[src/rtl/led_blink_pkg.sv]
// Shared definitions for the multi-channel LED blinker: mode codes, burst
// FSM states and the rate-to-half-period helper.
package led_blink_pkg;

  localparam logic [1:0] MODE_OFF   = 2'b00;
  localparam logic [1:0] MODE_SOLID = 2'b01;
  localparam logic [1:0] MODE_BLINK = 2'b10;
  localparam logic [1:0] MODE_BURST = 2'b11;

  typedef enum logic [1:0] {
    IDLE,
    WAIT,
    RUN
  } burst_state_t;

  function automatic int unsigned half_period(input int unsigned clk_hz,
                                              input int unsigned rate_hz);
    return clk_hz / (2 * rate_hz);
  endfunction

endpackage

[src/rtl/rate_toggle.sv]
// Square-wave rate generator: phase toggles every HALF clocks. o_rise/o_fall
// flag the edge on which the phase is about to change.
module rate_toggle #(
  parameter int unsigned HALF = 2
) (
  input  logic i_clk,
  input  logic i_reset,
  output logic o_phase,
  output logic o_rise,
  output logic o_fall
);
  localparam int unsigned CW = $clog2(HALF);

  logic [CW-1:0] r_cnt;
  logic          r_phase;
  logic          w_wrap;

  assign w_wrap = (r_cnt == CW'(HALF - 1));

  always_ff @(posedge i_clk) begin
    if (i_reset) begin
      r_cnt   <= '0;
      r_phase <= 1'b0;
    end else if (w_wrap) begin
      r_cnt   <= '0;
      r_phase <= ~r_phase;
    end else begin
      r_cnt   <= r_cnt + CW'(1);
    end
  end

  assign o_phase = r_phase;
  assign o_rise  = w_wrap & ~r_phase;
  assign o_fall  = w_wrap &  r_phase;

endmodule

[src/rtl/multi_led_blinker.sv]
// NUM_CH LED channels sharing four rate generators and one PWM counter; each
// channel selects off/solid/blink/burst and drives a registered LED output.
module multi_led_blinker
  import led_blink_pkg::*;
#(
  parameter int unsigned CLK_HZ   = 25_000_000,
  parameter int unsigned NUM_CH   = 4,
  parameter int unsigned RATE0_HZ = 100,
  parameter int unsigned RATE1_HZ = 50,
  parameter int unsigned RATE2_HZ = 10,
  parameter int unsigned RATE3_HZ = 1,
  parameter int unsigned BRIGHT_W = 4,
  parameter int unsigned BURST_N  = 3
) (
  input  logic                         i_clk,
  input  logic                         i_reset,
  input  logic [2*NUM_CH-1:0]          i_mode,
  input  logic [2*NUM_CH-1:0]          i_rate_sel,
  input  logic [BRIGHT_W*NUM_CH-1:0]   i_bright,
  input  logic [NUM_CH-1:0]            i_trig,
  output logic [NUM_CH-1:0]            o_led,
  output logic [NUM_CH-1:0]            o_busy
);
  localparam int unsigned RATE_HZ [4] = '{RATE0_HZ, RATE1_HZ, RATE2_HZ, RATE3_HZ};

  if (NUM_CH < 1 || NUM_CH > 16) begin : g_bad_num_ch
    $error("multi_led_blinker: NUM_CH must be in 1..16");
  end
  if (BURST_N < 1 || BURST_N > 255) begin : g_bad_burst_n
    $error("multi_led_blinker: BURST_N must be in 1..255");
  end

  logic [3:0] w_phase;
  logic [3:0] w_rise;
  logic [3:0] w_fall;

  for (genvar k = 0; k < 4; k++) begin : g_rate
    localparam int unsigned HALF_K = half_period(CLK_HZ, RATE_HZ[k]);
    if ((CLK_HZ % (2 * RATE_HZ[k])) != 0 || HALF_K < 2) begin : g_bad_rate
      $error("multi_led_blinker: rate %0d does not give an integral half period >= 2", k);
    end
    rate_toggle #(.HALF(HALF_K)) u_rate (
      .i_clk   (i_clk),
      .i_reset (i_reset),
      .o_phase (w_phase[k]),
      .o_rise  (w_rise[k]),
      .o_fall  (w_fall[k])
    );
  end

  logic [BRIGHT_W-1:0] r_pwm_cnt;

  always_ff @(posedge i_clk) begin
    if (i_reset) r_pwm_cnt <= '0;
    else         r_pwm_cnt <= r_pwm_cnt + BRIGHT_W'(1);
  end

  for (genvar ch = 0; ch < NUM_CH; ch++) begin : g_ch
    logic [1:0]          w_mode;
    logic [1:0]          w_sel;
    logic [BRIGHT_W-1:0] w_bright;
    burst_state_t        r_state, w_state_nx;
    logic [1:0]          r_sel, w_sel_nx;
    logic [7:0]          r_cnt, w_cnt_nx;
    logic                w_raw;
    logic                r_led;

    assign w_mode   = i_mode[2*ch +: 2];
    assign w_sel    = i_rate_sel[2*ch +: 2];
    assign w_bright = i_bright[BRIGHT_W*ch +: BRIGHT_W];

    always_ff @(posedge i_clk) begin
      if (i_reset) begin
        r_state <= IDLE;
        r_sel   <= '0;
        r_cnt   <= '0;
        r_led   <= 1'b0;
      end else begin
        r_state <= w_state_nx;
        r_sel   <= w_sel_nx;
        r_cnt   <= w_cnt_nx;
        r_led   <= w_raw & (r_pwm_cnt <= w_bright);
      end
    end

    // Bursts start on a rising edge and end on a falling edge of the latched
    // rate, so every emitted pulse is a full half period high and low.
    always_comb begin
      w_state_nx = r_state;
      w_sel_nx   = r_sel;
      w_cnt_nx   = r_cnt;
      case (r_state)
        IDLE: begin
          if (w_mode == MODE_BURST && i_trig[ch]) begin
            w_state_nx = WAIT;
            w_sel_nx   = w_sel;
            w_cnt_nx   = '0;
          end
        end
        WAIT: begin
          if (w_mode != MODE_BURST) w_state_nx = IDLE;
          else if (w_rise[r_sel])   w_state_nx = RUN;
        end
        RUN: begin
          if (w_mode != MODE_BURST) begin
            w_state_nx = IDLE;
          end else if (w_fall[r_sel]) begin
            if (r_cnt == 8'(BURST_N - 1)) w_state_nx = IDLE;
            else                          w_cnt_nx   = r_cnt + 8'd1;
          end
        end
        default: w_state_nx = IDLE;
      endcase
    end

    always_comb begin
      w_raw = 1'b0;
      case (w_mode)
        MODE_OFF:   w_raw = 1'b0;
        MODE_SOLID: w_raw = 1'b1;
        MODE_BLINK: w_raw = w_phase[w_sel];
        MODE_BURST: w_raw = (r_state == RUN) & w_phase[r_sel];
        default:    w_raw = 1'b0;
      endcase
    end

    assign o_led[ch]  = r_led;
    assign o_busy[ch] = (r_state != IDLE);
  end

endmodule

[config.mk]
export PLATFORM = sky130hd
export DESIGN_NAME = multi_led_blinker
export DESIGN_NICKNAME = d
export VERILOG_FILES = /design/src/rtl/led_blink_pkg.sv /design/src/rtl/rate_toggle.sv /design/src/rtl/multi_led_blinker.sv
export SDC_FILE = /design/constraint.sdc
export NUM_CORES = 1
export LEC_CHECK = 0
export CORE_MARGIN = 2
export CORE_UTILIZATION = 45
export DETAILED_ROUTE_END_ITERATION = 7
export GPL_TIMING_DRIVEN = 0
export PLACE_DENSITY = 0.63
export SLEW_MARGIN = 20
export SYNTH_ARGS = -nofsm -noshare
export SYNTH_HDL_FRONTEND = slang
export SYNTH_SLANG_ARGS = --single-unit
export TNS_END_PERCENT = 30
[constraint.sdc]
create_clock -name i_clk -period 2.7 [get_ports i_clk]
set_input_delay 0.54 -clock i_clk [delete_from_list [all_inputs] [get_ports i_clk]]
set_output_delay 0.54 -clock i_clk [all_outputs]
set_load 0.02 [all_outputs]
==> flow_metrics.py <==
metrics = {
    "run_status": {
        "status": "complete, but fails checks",
        "violations": "setup timing",
    },
    "synth": {
        "async_flop_share_pct": 0,
        "synth.distinct_cells": 66,
        "syn_area_mm2": 0.00754,
        "ys_seq_elements": 140,
        "ys.flop_type": "dfxtp_1",
        "syn_inst": 885,
        "synth_edf_count": 0,
        "yosys_warnings": 0,
        "syn_nets": 952,
        "syn_area_per_cell_um2": 8.52,
        "ys_seq_area_share_pct": 37.2,
    },
    "run": {
        "max-cap-violations": 0,
    },
    "min_path": {
        "hp-class": "flop to flop",
        "hold_depth": 1,
        "hp-start": "g_rate[3].u_rate.r_cnt[0]",
    },
    "detailed_routing": {
        "drc_errors": 0,
        "drt_first_pass_iters": 5,
        "drt_iter0_markers": 403,
        "wl_um": 18000,
        "drt-wirelength-per-cell_um": 15.1,
        "vias": 6528,
        "routed_via_density": 5.47,
        "ant_nets": 0,
    },
    "power_and_ir_drop": {
        "pwr_density_cell_mw_per_mm2": 518,
        "total_power_mw": 4.74,
        "leakagePower_nw": 3.32,
        "worst_ir_drop_vdd_uv": 390,
    },
    "floorplanning": {
        "start_util_pct": 45.8,
        "io-pin-count": 46,
        "die_area_mm2": 0.0178,
        "core_region_area_mm2": 0.0165,
        "rows": 47,
        "dieWidth_um": 133,
        "dieHeight_um": 133,
    },
    "timing": {
        "setup_ws_ps": -0.517,
        "min_period_over_period_pct": 100,
        "finalSetupViolCount": 1,
        "fin_skew_ps": 8.35,
        "finalCriticalPeriod_ps": 2700,
        "hold_viol_final": 0,
        "setup_tns_ps": -0.517,
        "worst_pin_slew_ps": 770,
        "slew_violations": 0,
        "fmax_mhz": 370,
        "slew_headroom_pct": 48.1,
        "rsz0062_at_grt": "true",
    },
    "placed_design": {
        "post-place-ws_ps": -588,
        "io_buffers": 44,
        "dp_hpwl_um": 12500,
        "routabilityCongestion": 0.837,
        "dpl_cell_area_mm2": 0.00827,
    },
    "critical_path": {
        "cp.required_ps": 3070,
        "critPathLaunchType": "flop",
        "cp.arrival_ps": 3070,
        "worstPathMaxFanout": 6,
        "rr_startpoint": "g_rate[0].u_rate.r_cnt[3]",
        "worstSetupPathType": "flop to flop",
        "cp-startpoint": "g_rate[0].u_rate.r_cnt[3]",
        "worstRegToRegCells": 6,
        "end_kind": "flop",
    },
    "cells_and_area": {
        "drive_gt1_share_pct": 11.4,
        "final_area_mm2": 0.00915,
        "final_common_cell": "dfxtp_1",
        "antennaDiodeCount": 0,
        "fillers": 1534,
        "layout_common_cells": "dfxtp_1 (138), nor2_1 (135), nand3_1 (71)",
        "final_nets": 1029,
        "multi_input_comb_area_mm2": 0.00468,
        "seqCellArea_mm2": 0.00281,
        "fin_util_pct": 55.6,
        "syn2layout_area_growth_pct": 21.3,
    },
    "clock_network": {
        "clk-insertion-delay-late_ps": 430,
        "h-tree-depth": 4,
        "root_buffer": "clkbuf_16",
        "numCtsBuffers": 17,
        "cts.sinks": 140,
        "cts_buffer_depth": 2,
        "cts_tree": "built",
        "cts.clk_slew.worst_paths_ps": 60,
    },
    "global_routing": {
        "grt_pass1_wl_um": 30000,
        "grt_start_max_net_pins": 17,
        "grt_use_total_pct": 20.9,
        "antenna_found_initial": 0,
        "grt_pass1_vias": 6124,
        "overflow": 0,
    },
}
[cell families (layout without fill, tap and decap cells)]
| logic type | count (synthesis) | in the layout | synth area share, % |
|---|---|---|---|
| AOI/OAI and AO/OA | 100 | 100 | 8.94 |
| xor gates and xnor gates | 77 | 77 | 8.94 |
| adders and majority gates | 29 | 29 | 4.81 |
| buffers and inverters | 65 | 153 | 3.45 |
| DFF | 140 | 140 | 37.2 |
| muxes | 22 | 23 | 5.09 |
| and+or+nand+nor | 452 | 452 | 31.6 |
[cells in the mapped netlist, types with 14 or more instances]
library cell  number  area, µm²
nor2_1           135        507
xor2_1            39        342
dfxtp_1          140       2800
nor2b_1           14       87.6
clkbuf_1          24       90.1
a21oi_1           36        180
inv_1             36        135
and3_1            23        144
nand2_1           52        195
nand2b_1          16        100
nand3_1           74        370
nor3_1            25        125
ha_1              29        363
nand4_1           18        113
xnor2_1           38        333
[flip-flops by register name, indices dropped and copies added (netlist names)]
signal	count
g_ch.r_cnt	32
g_rate.u_rate.o_phase	4
g_ch.r_state	8
g_ch.r_sel	8
g_rate.u_rate.r_cnt	80
g_ch.r_led	4
r_pwm_cnt	4
[stage by stage]
step / std cells / hold slack (ps)
2_1_floorplan: 885 / 418
3_3_place_gp: 1149 / 432
3_5_place_dp: 1149 / 437
4_1_cts: 1190 / 448
5_1_grt: 1194 / 468
6_report: 1194 / 444
[per-layer routing]
metal	up-vias	global-route usage, %	part of all wire [%]
li1	3339	-	-
met1	3048	27.8	49
met2	110	33.3	45
met3	31	4.49	3.9
met4	0	7.92	2.3
met5	-	0	0
[critical path: stages (launching register included)]
cell and delay (ps):
dfxtp_1 360, or4bb_1 560, nor4_4 410, nand2_2 80, mux4_2 550, or4_4 540, a21oi_2 130
[power by group]
part	internal, mW	switching (mW)	leakage [nW]
combinational	0.138	0.141	1.91
sequential	2.10	0.0320	1.13
clock	1.43	0.909	0.281
[path summary, 6_finish.rpt]
path                                    end  slack, ps
hold reg to reg   g_rate[3].u_rate.r_cnt[0]        440
setup reg to reg           g_ch[3].r_cnt[6]       -0.5
setup / recovery           g_ch[3].r_cnt[6]       -0.5
hold / removal    g_rate[3].u_rate.r_cnt[0]        440
[cell type report]
class                      instances  share of cell area [%]
tap                              220                    3.01
multi-input combinational        681                    51.2
timing repair buffer              57                    5.88
inverter                          36                    1.48
sequential                       140                    30.7
clock buffer                      21                    5.14
clock inverter                    10                    1.26
buffer                            29                    1.39
[what timing repair did]
item | CTS | global route
setup endpoints to repair | 44 | 30
hold endpoints to repair | 0 | 0
pin swaps | 12 | 6
gates cloned | 1 | 0
resized for setup | 23 | 14
hold buffers | 0 | 0
setup buffers | 9 | 4
(Power assumes the default switching activity.)
